--- config.mk ---
export PLATFORM = sky130hd
export DESIGN_NAME = parser
export DESIGN_NICKNAME = d
export VERILOG_FILES = /design/src/rtl/parser_pkg.sv /design/src/rtl/seq_tracker.sv /design/src/rtl/parser.sv
export SDC_FILE = /design/constraint.sdc
export NUM_CORES = 2
export LEC_CHECK = 0
export ABC_AREA = 1
export ABC_CLOCK_PERIOD_IN_PS = 20500
export CORE_MARGIN = 2
export CORE_UTILIZATION = 30
export DETAILED_ROUTE_END_ITERATION = 6
export DONT_BUFFER_PORTS = 1
export SLEW_MARGIN = 20
export SYNTH_ARGS = -nofsm -noshare
export SYNTH_HDL_FRONTEND = slang
export SYNTH_SLANG_ARGS = --single-unit
--- constraint.sdc ---
create_clock -name clk -period 20.5 [get_ports clk]
set_input_delay 3.075 -clock clk [delete_from_list [all_inputs] [get_ports clk]]
set_output_delay 3.075 -clock clk [all_outputs]
set_load 0.005 [all_outputs]
--- src/rtl/parser_pkg.sv ---
// Shared constants, header layout and types for the packet parser.
package parser_pkg;

  localparam int OUT_BYTES  = 37;
  localparam int TBL_DEPTH  = 16;
  localparam int BEAT_BYTES = 4;

  // Header byte offsets inside the assembled packet (all fields little-endian)
  localparam int OFF_LEN    = 0;
  localparam int OFF_STREAM = 2;
  localparam int OFF_SEQ    = 4;

  typedef struct packed {
    logic        valid;
    logic [15:0] stream;
    logic [31:0] last_seq;
  } trk_entry_t;

  typedef enum logic [1:0] {
    ST_FIRST = 2'd0,
    ST_BODY  = 2'd1,
    ST_PEND  = 2'd2
  } parser_state_e;

endpackage

--- src/rtl/seq_tracker.sv ---
// Per-stream sequence tracking table; flags a gap when a tracked stream skips
// or repeats a sequence number.
module seq_tracker #(
  parameter int TBL_DEPTH = parser_pkg::TBL_DEPTH
) (
  input  logic        clk,
  input  logic        reset_b,
  input  logic [15:0] stream,
  input  logic [31:0] seq,
  input  logic        update,
  output logic        lost
);
  import parser_pkg::*;

  localparam int IDX_W = $clog2(TBL_DEPTH);

  trk_entry_t       tbl [TBL_DEPTH];
  trk_entry_t       cur;
  logic [IDX_W-1:0] idx;

  assign idx = stream[IDX_W-1:0];
  assign cur = tbl[idx];

  // A different stream aliasing onto the same slot is treated as a fresh miss
  assign lost = cur.valid && (cur.stream == stream) && (seq != cur.last_seq + 32'd1);

  always_ff @(posedge clk) begin
    if (reset_b) begin
      for (int i = 0; i < TBL_DEPTH; i++) tbl[i] <= '0;
    end else if (update) begin
      tbl[idx] <= '{valid: 1'b1, stream: stream, last_seq: seq};
    end
  end

endmodule

--- src/rtl/parser.sv ---
// Packet parser: assembles 32-bit beats into a byte buffer, decodes the header
// and reports sequence gaps per stream through a one-deep output register.
module parser #(
  parameter int OUT_BYTES = parser_pkg::OUT_BYTES,
  parameter int TBL_DEPTH = parser_pkg::TBL_DEPTH
) (
  input  logic                     clk,
  input  logic                     reset_b,
  input  logic [31:0]              dataIn,
  input  logic                     dataIn_val,
  output logic                     dataIn_ready,
  input  logic                     dataIN_last,
  output logic [0:8*OUT_BYTES-1]   dataOut,
  output logic                     dataOut_val,
  input  logic                     dataOut_ready,
  output logic                     packetLost,
  output parser_pkg::parser_state_e dbg_state
);
  import parser_pkg::*;

  // Handshakes: a beat moves on a rising edge where dataIn_val && dataIn_ready;
  // a packet leaves on a rising edge where dataOut_val && dataOut_ready.
  parser_state_e state, state_nx;
  logic [3:0]    beat_idx;
  logic [7:0]    asm_buf [OUT_BYTES];
  logic [7:0]    buf_nx  [OUT_BYTES];
  logic          lost_pend;

  logic          acc, first, complete, out_free;
  logic          load_direct, load_pend;
  logic          trk_update, trk_lost, lost_now;
  logic [15:0]   stream_nx;
  logic [31:0]   seq_nx;

  assign dbg_state    = state;
  assign dataIn_ready = (state != ST_PEND) && !reset_b;
  assign acc          = dataIn_val && dataIn_ready;
  assign first        = (state == ST_FIRST);
  assign complete     = acc && dataIN_last;
  assign out_free     = !dataOut_val || dataOut_ready;
  assign load_direct  = complete && out_free;
  assign load_pend    = (state == ST_PEND) && out_free;
  assign trk_update   = complete && !first;
  assign lost_now     = trk_update && trk_lost;

  // Buffer image including the beat being accepted; beat 0 starts from zeros
  always_comb begin
    for (int k = 0; k < OUT_BYTES; k++) begin
      buf_nx[k] = asm_buf[k];
      if (acc && first) buf_nx[k] = 8'h00;
      if (acc && ((k / BEAT_BYTES) == int'(beat_idx)))
        buf_nx[k] = dataIn[8*(BEAT_BYTES-1-(k % BEAT_BYTES)) +: 8];
    end
  end

  // Header decoded from the image, so a one-beat packet naturally reads seq 0
  assign stream_nx = {buf_nx[OFF_STREAM+1], buf_nx[OFF_STREAM]};
  assign seq_nx    = {buf_nx[OFF_SEQ+3], buf_nx[OFF_SEQ+2],
                      buf_nx[OFF_SEQ+1], buf_nx[OFF_SEQ]};

  seq_tracker #(.TBL_DEPTH(TBL_DEPTH)) u_trk (
    .clk     (clk),
    .reset_b (reset_b),
    .stream  (stream_nx),
    .seq     (seq_nx),
    .update  (trk_update),
    .lost    (trk_lost)
  );

  always_comb begin
    state_nx = state;
    case (state)
      ST_FIRST, ST_BODY: begin
        if (complete)  state_nx = out_free ? ST_FIRST : ST_PEND;
        else if (acc)  state_nx = ST_BODY;
      end
      ST_PEND: if (out_free) state_nx = ST_FIRST;
      default: state_nx = ST_FIRST;
    endcase
  end

  always_ff @(posedge clk) begin
    if (reset_b) begin
      state     <= ST_FIRST;
      beat_idx  <= 4'd0;
      lost_pend <= 1'b0;
      for (int k = 0; k < OUT_BYTES; k++) asm_buf[k] <= 8'h00;
    end else begin
      state <= state_nx;
      if (acc) begin
        // Saturating count: beats past the buffer end land at offsets that are dropped
        if (dataIN_last)           beat_idx <= 4'd0;
        else if (beat_idx != 4'hF) beat_idx <= beat_idx + 4'd1;
        for (int k = 0; k < OUT_BYTES; k++) asm_buf[k] <= buf_nx[k];
      end
      if (complete) lost_pend <= lost_now;
    end
  end

  always_ff @(posedge clk) begin
    if (reset_b) begin
      dataOut     <= '0;
      dataOut_val <= 1'b0;
      packetLost  <= 1'b0;
    end else if (load_direct) begin
      for (int k = 0; k < OUT_BYTES; k++) dataOut[8*k +: 8] <= buf_nx[k];
      dataOut_val <= 1'b1;
      packetLost  <= lost_now;
    end else if (load_pend) begin
      for (int k = 0; k < OUT_BYTES; k++) dataOut[8*k +: 8] <= asm_buf[k];
      dataOut_val <= 1'b1;
      packetLost  <= lost_pend;
    end else if (dataOut_ready) begin
      dataOut_val <= 1'b0;
    end
  end

endmodule

-- After elaboration in Yosys (flattened, before gate mapping)
Memories as Yosys holds them, arrays and structs flattened.
Cells that the tools add are included.
- add/subtract/negate cells: 2
- eq/ne operators: 17
- multiplexer cells: 136
- bitwise gates (word level): 37
- reductions and logical operators: 33
- operators with widths (operator ; count):
    $mux W8 ; 111
    $mux W296 ; 2
    $mux W49 ; 1
    $reduce_or A49 Y1 ; 1
    $or A1 B1 Y1 ; 37
    $add A32 B1 Y32 const B ; 1
    $ne A32 B32 Y1 ; 1
    $eq A4 B4 Y1 const A ; 6
    $logic_and A1 B1 Y1 ; 20
    $eq A16 B16 Y1 ; 1
    $mux W1 ; 14
    $mux W4 ; 3
    $eq A3 B4 Y1 const A ; 2
    $mux W2 ; 4
    $add A4 B1 Y4 const B ; 1
    $eq A2 B4 Y1 const A ; 1
    $logic_not A4 Y1 ; 1
    $ne A2 B2 Y1 const B ; 2
    $ne A4 B4 Y1 const B ; 1
    $pmux W2 S2 ; 1
    $reduce_and A2 Y1 ; 2
    $reduce_bool A2 Y1 ; 2
    $logic_not A1 Y1 ; 3
    $ne A3 B3 Y1 const B ; 1
    6 further kinds ; 6
- flip-flop bits (word level): 305
- RAM bits: 1080
- input port bits: 37
- output and inout bits: 301
- memories: 2
- memory list (memory ; words ; bits a word ; read ports ; clocked after Yosys merged registers in ; write ports ; RTL line ; source):
    u_trk.tbl ; 16 ; 49 ; 1 ; 0 ; 16 ; seq_tracker.sv:17 ; trk_entry_t tbl [TBL_DEPTH];
    asm_buf ; 37 ; 8 ; 37 ; 0 ; 37 ; parser.sv:25 ; logic [7:0] asm_buf [OUT_BYTES];

-- Logic depth before layout (Yosys ltp)
An unclocked memory read counts as a cell.
- depth in word-level cells: 12
- mapped depth: 34

-- Modules after synthesis
From an unflattened synthesis, not the netlist that was laid out.
- cells, all modules: 7997
- area, all modules: 66139.7 sq um
- by module, submodules not included (module ; times used ; cells each ; area each (sq um)):
    seq_tracker ; 1 ; 3669 ; 35703.0
    parser ; 1 ; 4328 ; 30436.7

-- Worst setup path after synthesis
No wires, ideal clock.
- path type: input -> register
- start: input reset_b
- end: memory asm_buf[0][0], enable pin
- setup time: 2.213 ns
- arrival time: 8.943 ns
- data required time: 18.287 ns
- slack: 9.345 ns
- stages on the path: 6
- cells stage by stage: inv_2 nand3_2 clkbuf_1 clkbuf_1 buf_1 nand2_1
- RTL lines (what ; RTL line ; source):
    from (decl) ; parser.sv:8 ; input logic reset_b,
    to (decl) ; parser.sv:25 ;

==> impl_metrics.toml <==
[outcome]
status = "completed"

[floorplanning]
fp.dieH_um = 468.8
num_io_pins = 338
die_w_um = 468.8
rows = 170
start_util_pct = 30.20
die_area_mm2 = 0.2198
core_mm2 = 0.2146

[place]
hpwl_um = 125000
place_congestion = 0.9051
portBuffers = 0

[worst_setup_path]
crit_fanout = 110
path_buf_inv = 6
crit_arrival_ns = 9.83
crit_chain = "inv_8, nand3_4, nor2_8, buf_4, nand2_2, o21ai_4, buf_4, inv_4, nand2_4, buf_4, nor2_1, nand2_2, buf_4, nand2_4"
cp_slowest_cell = "nand3_4"
ff2ff_path_depth = 15
cp_num_cells = 14
critPathTopFamily = "buffers and inverters"
crit_type = "input pin to flip-flop"
cpMostUsedCell = "buf_4"
critical_path_required_ns = 20.81
cp-start-kind = "input pin"
crit_path_end_kind = "flip-flop"
max_stage_delay_ns = 0.86

[sta]
clock.fmax_mhz = 105.1
tightest_slew_ns = 1.179
slew_headroom_pct = 21.43
finClkSkew_ns = 0.03785
min_period_ns = 9.518
hold_viol = 0
setup_tns_ns = 0
setup_violations = 0
post-route-period-util_pct = 46.43
slew_violations = 0
rsz0062_at_grt = "no"

[layout]
postLayoutCoreUtil_pct = 33.46
syn_to_final_growth_pct = 10.78
final_layout_size_suffix_gt1_share_pct = 8.128
fin_nets = 7073

[pwr]
irDropWorstVdd_uv = 86.43
p_per_area_mw_per_mm2 = 92.92
fin_total_pwr_mw = 6.673
p_leak_nw = 27.62

[synthesis]
yosys-top-cells-count = "nand2_1 (1,601), nor2_1 (1,451), edfxtp_1 (1,064), a21oi_1 (743), o21ai_0 (495)"
ys_ff_latch = 1385
syn_area_mm2 = 0.06482
synth.most_common_cell = "nand2_1"
synth-simple-area-share_pct = 22.13
syn_area_per_cell_um2 = 8.852
synth_edf_count = 1064
synth_top_family_by_area = "simple AND/OR/NAND/NOR gates"
synth_cell_types = 52
synth-async-reset-ratio_pct = 0
synth.mux.area_fraction_pct = 0
synth-main-ff-cell = "edfxtp_1"
synth_top_area_share_pct = 49.29
seq_area_frac_synth_pct = 59.21
synth_adder_area_share_pct = 0.09651
synth_xor_area_share_pct = 0.5212
synth.area.top_cells = "edfxtp_1 (49%), dfxtp_1 (9.9%), nand2_1 (9.3%), nor2_1 (8.4%), a21oi_1 (5.7%)"
synth-compound-area-share_pct = 12.14
yosysTopAreaCell = "edfxtp_1"
yosysWarnings = 0
syn-instance-count = 7323

[drt]
viasPerCell = 5.210
num_vias = 52040
drc = 0
ant_nets = 0
wl_um = 227700
drt_iter0_drc = 5917
first_pass_iters = 7
post_drt_wl_per_cell_um = 22.79

[run]
cap_violations = 0

[min_path]
min_path_cells = 2
hold_path_class = "flip-flop to flip-flop"

[clocking]
cts_tree = "yes"
clk_path_buf_depth = 3
cts_setup_buffers = 0
clkLatencyLatePin_ns = 0.81
clock-sinks = 1385
cts_root_buf = "clkbuf_16"
cts_hold_buf = 0
htree_levels = 4
cts_resized = 0
cts_buffers = 143
path_clk_slew_ns = 0.06

[global_route]
grt_usage_pct = 20.03
overflow = 0
grt_pass1_wl_um = 330100
grt_max_degree = 212
grt_pass1_vias = 49160
antenna_found_initial = 7
## registers in the layout (all words and copies together), names as in the netlist
name / cells
packetLost: 1
lost_pend: 1
dataOut: 296
dataOut_val: 1
asm_buf: 296
beat_idx: 4
dbg_state: 2
u_trk.tbl: 784
## cell families (layout without fill, tap and decap cells)
family	count (synthesis)	after routing
AOI/OAI and AO/OA	1501	1501
buffers and inverters	922	716
adders and majority gates	5	5
other	1	35
DFF	1385	1385
xor gates and xnor gates	37	37
and+or+nand+nor	3472	3472
## per-layer routing
metal / global-route usage (%) / vias to the layer above / part of all wire [%]
met4: 8.833 / 0 / 4.3
met2: 32.26 / 2684 / 46
met5: 0 / - / 0
met3: 6.034 / 464 / 11
met1: 24.71 / 25220 / 38
li1: - / 23670 / -
## cell type report
type,instances,area (µm²)
tap,2838,3551
clock inverter,66,721.9
multi-input combinational,5047,23070
timing repair buffer,116,919.6
inverter,338,1292
antenna,3,7.507
sequential,1385,38380
fill,21850,142800
clock buffer,196,3870
## metrics by stage
step                      setup slack (ns)  instance area, µm²  instances  hold WS [ns]
after floorplan                      9.345               64940       7354        0.4275
after global placement               10.39               67170       9723        0.4396
after detailed placement             10.29               67180       9723        0.4403
after CTS                            11.14               71770       9985        0.4540
after global routing                 10.60               71800       9987        0.4653
final                                10.98               71810       9989        0.4507
## report_power, final
part	internal, mW	switching [mW]	leakage, nW
combinational	0.225	0.613	11.7
sequential	3.15	0.0784	13.7
clock	1.44	1.16	2.23
total	4.82	1.86	27.6
## final timing paths
check	start	endpoint	slack, ns
worst max-delay path	reset_b	u_trk.tbl[0][19]$_DFFE_PP_	10.98
worst min register to register	u_trk.tbl[3][48]$_SDFFE_PP1P_	u_trk.tbl[3][48]$_SDFFE_PP1P_	0.45
worst min-delay path	u_trk.tbl[3][48]$_SDFFE_PP1P_	u_trk.tbl[3][48]$_SDFFE_PP1P_	0.45
worst max register to register	dbg_state[0]$_SDFFE_PP0P_	u_trk.tbl[0][19]$_DFFE_PP_	13.13
## layout by cell type (no fill, tap or decap), types with 4 or more instances in the layout
cell	count
nand2_1	1583
nor2_1	1440
edfxtp_1	1064
a21oi_1	720
o21ai_0	495
dfxtp_1	321
inv_1	306
nand3b_1	159
clkbuf_16	145
o22ai_1	138
or2_2	135
buf_4	112
o21ai_1	66
nand3_1	51
clkbuf_1	46
o21a_1	33
conb_1	32
a21oi_2	27
clkinv_1	23
inv_2	22
nand2_4	22
clkinv_2	21
nor2_2	21
xnor2_1	20
nor2_4	18
nand4_1	17
xor2_1	16
clkinv_8	11
bufinv_16	8
nor3_1	6
ha_1	5
clkbuf_8	5
nand2_2	4
inv_4	4
o21bai_1	4
o2111a_1	4
## worst register-to-register path, delay by kind of cell (launching register included)
family | cells | cell delay (ns)
AND/OR/NAND/NOR | 8 | 2.90
buffers and inverters | 6 | 3.38
flip-flops | 1 | 0.47
AO/OA/AOI/OAI | 1 | 0.09
No activity file was read; power rests on OpenSTA's default activity.
